===== config.mk =====
export PLATFORM = sky130hd
export DESIGN_NAME = edge_event_unit
export DESIGN_NICKNAME = d
export VERILOG_FILES = /design/src/rtl/edge_event_pkg.sv /design/src/rtl/edge_event_channel.sv /design/src/rtl/edge_event_unit.sv
export SDC_FILE = /design/constraint.sdc
export NUM_CORES = 1
export LEC_CHECK = 0
export ABC_AREA = 1
export CORE_UTILIZATION = 37
export CTS_CLUSTER_SIZE = 12
export DETAILED_ROUTE_END_ITERATION = 6
export PLACE_DENSITY_LB_ADDON = 0.08
export SLEW_MARGIN = 15
export SYNTH_ARGS = -nofsm -noshare
export SYNTH_HDL_FRONTEND = slang
export SYNTH_SLANG_ARGS = --single-unit

===== constraint.sdc =====
create_clock -name clk -period 1.5 [get_ports clk]
set_input_delay 0.3 -clock clk [delete_from_list [all_inputs] [get_ports clk]]
set_output_delay 0.3 -clock clk [all_outputs]
set_load 0.02 [all_outputs]

===== src/rtl/edge_event_pkg.sv =====
// edge_event_pkg: parameter defaults, legal minimums and counter sizing for edge_event_unit.
package edge_event_pkg;
    localparam int DEF_WIDTH           = 8;
    localparam int DEF_SYNC_STAGES     = 2;
    localparam int DEF_DEBOUNCE_CYCLES = 4;
    localparam int MIN_SYNC_STAGES     = 2;
    localparam int MIN_DEBOUNCE_CYCLES = 1;
    function automatic int cnt_width(input int cycles);
        return $clog2(cycles + 1);
    endfunction
endpackage


===== src/rtl/edge_event_channel.sv =====
// edge_event_channel: one input channel -- synchroniser, debounce, edge pulses and sticky pending flag.
module edge_event_channel
    import edge_event_pkg::*;
#(
    parameter int SYNC_STAGES     = DEF_SYNC_STAGES,
    parameter int DEBOUNCE_CYCLES = DEF_DEBOUNCE_CYCLES
) (
    input  logic clk,
    input  logic rst_n,
    input  logic i_in,
    input  logic i_rise_en,
    input  logic i_fall_en,
    input  logic i_clr,
    output logic o_level,
    output logic o_rise,
    output logic o_fall,
    output logic o_pending,
    output logic o_accept
);
    localparam int CW = cnt_width(DEBOUNCE_CYCLES);
    localparam logic [CW-1:0] LAST = CW'(DEBOUNCE_CYCLES - 1);
    logic [SYNC_STAGES-1:0] r_sync;
    logic [CW-1:0]          r_cnt;
    logic                   r_level, r_rise, r_fall, r_pending;
    logic                   w_s, w_diff, w_accept;
    assign w_s      = r_sync[SYNC_STAGES-1];
    assign w_diff   = w_s != r_level;
    assign w_accept = w_diff && (r_cnt == LAST);
    // Counter tops out at LAST, where acceptance clears it, so it never wraps.
    always_ff @(posedge clk or negedge rst_n) begin
        if (!rst_n) begin
            r_sync    <= '0;
            r_cnt     <= '0;
            r_level   <= 1'b0;
            r_rise    <= 1'b0;
            r_fall    <= 1'b0;
            r_pending <= 1'b0;
        end else begin
            r_sync    <= {r_sync[SYNC_STAGES-2:0], i_in};
            r_cnt     <= (w_diff && !w_accept) ? r_cnt + 1'b1 : '0;
            r_level   <= w_accept ? w_s : r_level;
            r_rise    <= w_accept && w_s;
            r_fall    <= w_accept && !w_s;
            r_pending <= (r_rise & i_rise_en) | (r_fall & i_fall_en) | (r_pending & ~i_clr);
        end
    end
    assign o_level   = r_level;
    assign o_rise    = r_rise;
    assign o_fall    = r_fall;
    assign o_pending = r_pending;
    assign o_accept  = w_accept;
endmodule


===== src/rtl/edge_event_unit.sv =====
// edge_event_unit: WIDTH debounced edge-event channels with a shared change strobe and interrupt.
module edge_event_unit
    import edge_event_pkg::*;
#(
    parameter int WIDTH           = DEF_WIDTH,
    parameter int SYNC_STAGES     = DEF_SYNC_STAGES,
    parameter int DEBOUNCE_CYCLES = DEF_DEBOUNCE_CYCLES
) (
    input  logic             clk,
    input  logic             rst_n,
    input  logic [WIDTH-1:0] in,
    input  logic [WIDTH-1:0] rise_en,
    input  logic [WIDTH-1:0] fall_en,
    input  logic [WIDTH-1:0] clr,
    output logic [WIDTH-1:0] level,
    output logic [WIDTH-1:0] rise,
    output logic [WIDTH-1:0] fall,
    output logic             changed,
    output logic [WIDTH-1:0] pending,
    output logic             irq
);
    if (WIDTH < 1) begin : g_bad_width
        $error("edge_event_unit: WIDTH must be at least 1");
    end
    if (SYNC_STAGES < MIN_SYNC_STAGES) begin : g_bad_sync
        $error("edge_event_unit: SYNC_STAGES below minimum");
    end
    if (DEBOUNCE_CYCLES < MIN_DEBOUNCE_CYCLES) begin : g_bad_deb
        $error("edge_event_unit: DEBOUNCE_CYCLES below minimum");
    end
    logic [WIDTH-1:0] w_accept;
    logic             r_changed;
    for (genvar i = 0; i < WIDTH; i++) begin : g_ch
        edge_event_channel #(
            .SYNC_STAGES    (SYNC_STAGES),
            .DEBOUNCE_CYCLES(DEBOUNCE_CYCLES)
        ) u_ch (
            .clk      (clk),
            .rst_n    (rst_n),
            .i_in     (in[i]),
            .i_rise_en(rise_en[i]),
            .i_fall_en(fall_en[i]),
            .i_clr    (clr[i]),
            .o_level  (level[i]),
            .o_rise   (rise[i]),
            .o_fall   (fall[i]),
            .o_pending(pending[i]),
            .o_accept (w_accept[i])
        );
    end
    // Registered from the same accept terms that load rise/fall, so it lines up with them.
    always_ff @(posedge clk or negedge rst_n) begin
        if (!rst_n) r_changed <= 1'b0;
        else        r_changed <= |w_accept;
    end
    assign changed = r_changed;
    assign irq     = |pending;
endmodule


==> results of run 1 <==
## per-stage QoR
| stage | setup WS [ps] | hold slack [ps] |
|---|---|---|
| 5_1_grt | -219 | 356 |
| 3_3_place_gp | -189 | 332 |
| 2_1_floorplan | 358 | 4.41 |
| 3_5_place_dp | -210 | 335 |
| 6_report | -113 | 345 |
| 4_1_cts | -162 | 344 |
## kinds of logic (layout without fill, tap and decap cells)
kind of cell | Yosys count | after routing | synth area share [%]
AOI/OAI and AO/OA | 16 | 16 | 3.71
adders and majority gates | 16 | 16 | 6.74
buffers and inverters | 80 | 138 | 14.2
DFF | 73 | 73 | 61.5
and+or+nand+nor | 106 | 106 | 13.9
## routing by layer
metal  vias up  wire length (um)
met2        53              2100
met3         5               281
met5         -                 0
li1        965                 -
met4         0                64
met1       857              2180
## report_power, final
group          switching (mW)  leakage, nW  internal [mW]
registers               0.191        0.951           2.35
clock network           0.659       0.0932          0.684
logic                   0.903        0.913          0.635
total                    1.75         1.96           3.67
## flip-flops by register name, summed over array words and instances, names as in the netlist
| name | count |
|---|---|
| g_ch.u_ch.o_pending | 8 |
| g_ch.u_ch.r_sync | 16 |
| g_ch.u_ch.o_fall | 8 |
| g_ch.u_ch.o_rise | 8 |
| g_ch.u_ch.r_cnt | 24 |
| changed | 1 |
| g_ch.u_ch.o_level | 8 |
## area by class of cell
type | instances | area, um2 | share of cell area (%)
clock buffers | 13 | 159 | 4.24
multi-input cells | 138 | 734 | 19.6
flip-flops and latches | 73 | 1830 | 48.8
repair buffers | 74 | 701 | 18.7
clock inverters | 3 | 15.0 | 0.401
inverters | 48 | 180 | 4.81
well taps | 102 | 128 | 3.41
## how the worst max path moves through the flow
stage / from / end / slack (ps) / depth (start not counted)
CTS: g_ch[5].u_ch.o_pending / irq / -160 / 4
global route: g_ch[6].u_ch.o_pending / irq / -220 / 4
detailed placement: g_ch[5].u_ch.o_pending / irq / -210 / 4
floorplan: g_ch[5].u_ch.o_pending / irq / 360 / 2
global placement: g_ch[5].u_ch.o_pending / irq / -190 / 4
finish: g_ch[6].u_ch.o_pending / irq / -110 / 4
## cell usage in the layout, fill, tap and decap left out, drive strengths merged
cell and n:
nand3 1, clkdlybuf4s15 4, clkbuf 13, ha 16, inv 48, buf 8, clkinv 3, nor2 42
o211ai 8, o22ai 8, dfrtp 73, clkdlybuf4s50 32, nand2 61, nor3 1, nor4 1, dlygate4sd3 1
dlygate4sd2 29
## critical path, stage by stage, from the launching register on
cell	delay [ps]
dfrtp_1	390
nor4_2	260
buf_4	150
nand3_2	60
buf_6	140
## what timing repair did
item,CTS,global route
setup endpoints to repair,34,5
hold endpoints to repair,72,0
hold buffers,1,0
pin swaps,0,1
gates resized for setup,38,7
gates cloned,0,0
==> impl_results.md, run 1 <==
* Total power at 5.42 mW
* First-pass GRT wire length at ~8000 um
* Hold depth at 0
* Avg Cell Area, Syn at 10.2 um2
* Detail Placement HPWL at about 3300 um
* Final setup TNS at -113 ps
* Reg2reg start: g_ch[6].u_ch.r_cnt[0]
* Dpl cells at 434
* Final Setup Violations at 1
* Min-delay src: g_ch[7].u_ch.r_sync[0]
* Fin. Hold Viols at 0
* Worst setup margin at -113 ps
* DRC viols at 0
* Seq/Total Area, Yosys at between 60% and 70%
* Die area at ~8400 um2
* Vias in the first global route at between 1,500 and 2,000
* Final Skew at 7.20 ps
* Post-synth ARST share at 100%
* Rows at 32
* Reg2reg end: changed
* Post-synth top area share at about three fifths
* Synth top cells by count: dfrtp_1 (73), nand2_1 (57), inv_1 (48)
* Post-CTS Setup Inserts at 0
* Antenna violations before repair at 0
* Die height at ~90 um
* Pwr/cell area at 1450 nW/um2
* Cells after Synth at between 200 and 300
* Clk Tree Root Cell: clkbuf_8
* Non-Filler Instances at around 450
* Post-synth top flop: dfrtp_1
* Largest net degree at the start of global routing at 74
* CP max FO at 2
* Area grow syn2layout at 26.0%
* Max-slew violations at 0
* Final GP Congestion at approximately 0.66
* Post-Syn Area at approximately 3000 um2
* Drt wl/cell at approximately 10 um
* Min-Delay Path Class: flop to flop
* Routed Antenna Nets at 0
* Top Ports at between 60 and 70
* Startpoint Class: flop
* CTS tree: done
* Run status: finished, violations left
* Gr ovfl total at 0
* GR Util All Layers at about an eighth
* Via/cell ratio at between 4 and 5
* Layout cell share with drive strength beyond 1 at between 8 and 9%
* Finished Core Util at about half
* Met1 usage at approximately 16%
* Met3 Usage GRT at a little over 3%
* Final net count at around 390
* Final period utilization at 108%
* Final instance area at between 3000 and 4000 um2
* Leakage at ~2.0 nW
* Wirelength, routed at roughly 4600 um
* Core Region at approximately 7700 um2
* Tmin final at ~1600 ps
* Reg2Reg Setup Slack at between 300 and 400 ps
* Crit Path Category: flop to output pin
* Critical path capture point type: output pin
* Number of synthesized flops with an enable pin at 0
* Flop and latch count out of synthesis at 73
* CP required at around 1200 ps
* Met2 Track Usage GR at slightly below 20%
* Via count at 1,880
* RSZ-0062 raised after global routing: yes
* Clk slew on worst S/H paths at 70 ps
* Worst Hold End: g_ch[7].u_ch.r_sync[1]
* Max_cap viols at 0
* Failing checks: negative setup slack
* Diode count at 0
* Net Count, Synth at between 300 and 400
* DR iter-0 viols at 94
* Yosys top cell by area: dfrtp_1
* Initial Util at about 38%
* Number of detailed-route iterations in the first pass at 4
* Clock Sinks at 73
* Unique masters post-synth at 12
* Clock Latency Late Sink at 330 ps
* CTS buffer count at 9
* Die width at between 90 and 100 um
* VDD IR-drop max at 551 uV
* Clk buf depth at 2
* Reg2Reg Depth at 6
* Fmax at 620 MHz
* Port Buf Inserts at 67
* GRT busiest layer: met2
* Area after DPL at ~3600 um2
* Fill cells at between 700 and 800
* Worst Tran Pin Value at around 400 ps
* Synth area leaders: dfrtp_1 (61%), buf_4 (8.1%), nand2_1 (7.2%)
* Depth of the CTS H-tree at 3
* YS warnings at 0
* Top-count cell post-synth: dfrtp_1
* Worst EP arrival at 1310 ps
* Rel. slew slack at approximately three quarters
Note: power is estimated with default switching activity, not from simulation.
==> run 2, diff against run 1 <==
==> constraint.sdc (replaced) <==
create_clock -name clk -period 1.5 [get_ports clk]
set_input_delay 0.15 -clock clk [delete_from_list [all_inputs] [get_ports clk]]
set_output_delay 0.15 -clock clk [all_outputs]
set_load 0.02 [all_outputs]
==> impl_results.md, run 2 (synthesis results as in run 1) <==
* Rows at 32
* VDD IR-drop max at between 700 and 800 uV
* Via count at 1,897
* Most common cell after layout, fill and taps aside: dfrtp_1
* Routed Antenna Nets at 0
* Vias in the first global route at 1,840
* Min-Delay Path Class: input pin to flop
* Tmin final at around 1500 ps
* CP max FO at 2
* Drt wl/cell at roughly 10 um
* Clk Tree Root Cell: clkbuf_8
* Wirelength, routed at between 4000 and 5000 um
* Largest net degree at the start of global routing at 34
* Fmax at 678 MHz
* Critical path capture point type: output pin
* Antenna violations before repair at 0
* GR Util All Layers at approximately an eighth
* Core Region at just under 8000 um2
* Total power at around 6 mW
* Largest regs: g_ch.u_ch.r_cnt (24), g_ch.u_ch.r_sync (16)
* Clock Latency Late Sink at around 340 ps
* Number of detailed-route iterations in the first pass at 4
* Die height at a little over 90 um
* Startpoint Class: flop
* Worst path cell trace: nor4_2 > buf_4 > nand3_2 > buf_6
* Via/cell ratio at about 4.2
* Top reg by flops: g_ch.u_ch.r_cnt
* Clk slew on worst S/H paths at roughly 70 ps
* Final hold slack at between 200 and 250 ps
* Final net count at 396
* Worst Tran Pin Value at 443 ps
* DR iter-0 viols at 33
* Crit-path max cell delay at 390 ps
* Final GP Congestion at ~0.7
* Die width at 91.6 um
* Layout cell share with drive strength beyond 1 at 8.83%
* Non-Filler Instances at ~450
* Crit Path Category: flop to output pin
* Top Ports at between 60 and 70
* CTS buffer count at 9
* Detail Placement HPWL at 3420 um
* CP required at roughly 1400 ps
* Dpl cells at around 440
* Area grow syn2layout at 30.5%
* Rel. slew slack at 70.4%
* CTS tree: done
* Depth of the CTS H-tree at 3
* Max FFs per register at 24
* Initial Util at between 30% and 40%
* Final Skew at between 3 and 4 ps
* Clock Sinks at 73
* Diode count at 0
* Leading cell types in the layout, fill and taps excluded: dfrtp_1 (73), nand2_1 (57), inv_1 (48), clkdlybuf4s50_1 (47), nor2_1 (42)
* Post-CTS Setup Inserts at 0
* Pwr/cell area at about 1500 nW/um2
* Max_cap viols at 0
* DRC viols at 0
* Final Setup Violations at 0
* Max-slew violations at 0
* First-pass GRT wire length at between 7000 and 8000 um
* RSZ-0062 raised after global routing: yes
* Critical-path top delay cell: dfrtp_1
* Port Buf Inserts at 67
* Gr ovfl total at 0
* Fin. Hold Viols at 0
* Run status: finished, final reports clean
* Worst EP arrival at 1330 ps
* Final period utilization at between 90% and 100%
* Die area at 8390 um2
* Clk buf depth at 2
* Leakage at between 2 and 2.5 nW
==> run 2: cell types whose count changed in the layout (fill, tap and decap cells not counted), moves of 2 or more <==
cell,previous run,this run
clkdlybuf4s50_1,32,47
clkinv_2,3,1
clkdlybuf4s15_1,4,0
dlymetal6s2s_1,0,9
buf_4,6,8
dlygate4sd2_1,29,9
bufinv_16,0,3
==> run 2: path summary, 6_finish.rpt <==
| check | startpoint | to | slack (ps) | cells past startpoint |
|---|---|---|---|---|
| max | g_ch[5].u_ch.o_pending | irq | 20 | 4 |
| min | in[5] | g_ch[5].u_ch.r_sync[0] | 240 | 1 |
| max reg2reg | g_ch[7].u_ch.r_cnt[0] | changed | 290 | 6 |
| min reg2reg | g_ch[6].u_ch.r_sync[0] | g_ch[6].u_ch.r_sync[1] | 350 | 0 |
| max in group asynchronous | rst_n | g_ch[3].u_ch.o_rise | 630 | 3 |
| min in group asynchronous | rst_n | g_ch[2].u_ch.r_sync[1] | 300 | 2 |
==> run 2: final cells by class <==
class	count	area, um2
Clock buffer	11	141
Fill cell	711	3850
Tap cell	102	128
Multi-Input combinational cell	138	734
Inverter	48	180
Sequential cell	73	1830
Timing Repair Buffer	76	763
Clock inverter	5	103
==> run 2: layer usage <==
metal | part of all wire (%) | wire (um) | track usage, % | up-vias
li1 | - | - | - | 969
met1 | 47 | 2190 | 15.5 | 863
met2 | 45 | 2120 | 19.5 | 55
met3 | 5.3 | 246 | 2.76 | 10
met4 | 2.5 | 117 | 8.73 | 0
met5 | 0 | 0 | 0 | -
==> run 2: power breakdown <==
part           internal (mW)  switching, mW
Combinational          0.690          0.907
Sequential              2.35          0.191
Clock                   1.15          0.689
Total                   4.19           1.79
==> run 2: worst max-delay path, delay by kind of cell, from the launching register on <==
family	cells	cell delay [ps]
buf+inv	2	280
simple gates	2	310
flops	1	390
==> run 2: metrics by stage <==
step | TNS, ps | setup WS (ps) | util [%] | instance area [um2]
5_1_grt | -42.6 | -42.6 | 50.2 | 3880
3_3_place_gp | -36.9 | -36.9 | 46.6 | 3600
4_1_cts | -21.8 | -21.8 | 49.7 | 3840
6_report | 0 | 24.4 | 50.2 | 3880
3_5_place_dp | -64.7 | -64.7 | 46.6 | 3600
2_1_floorplan | 0 | 410 | - | 2970
==> run 2: repair_timing <==
item / CTS / global route
setup endpoints to repair: 10 / 10
hold buffers: 1 / 0
pin swaps: 1 / 1
resized for setup: 14 / 12
endpoints found under the hold margin: 30 / 0
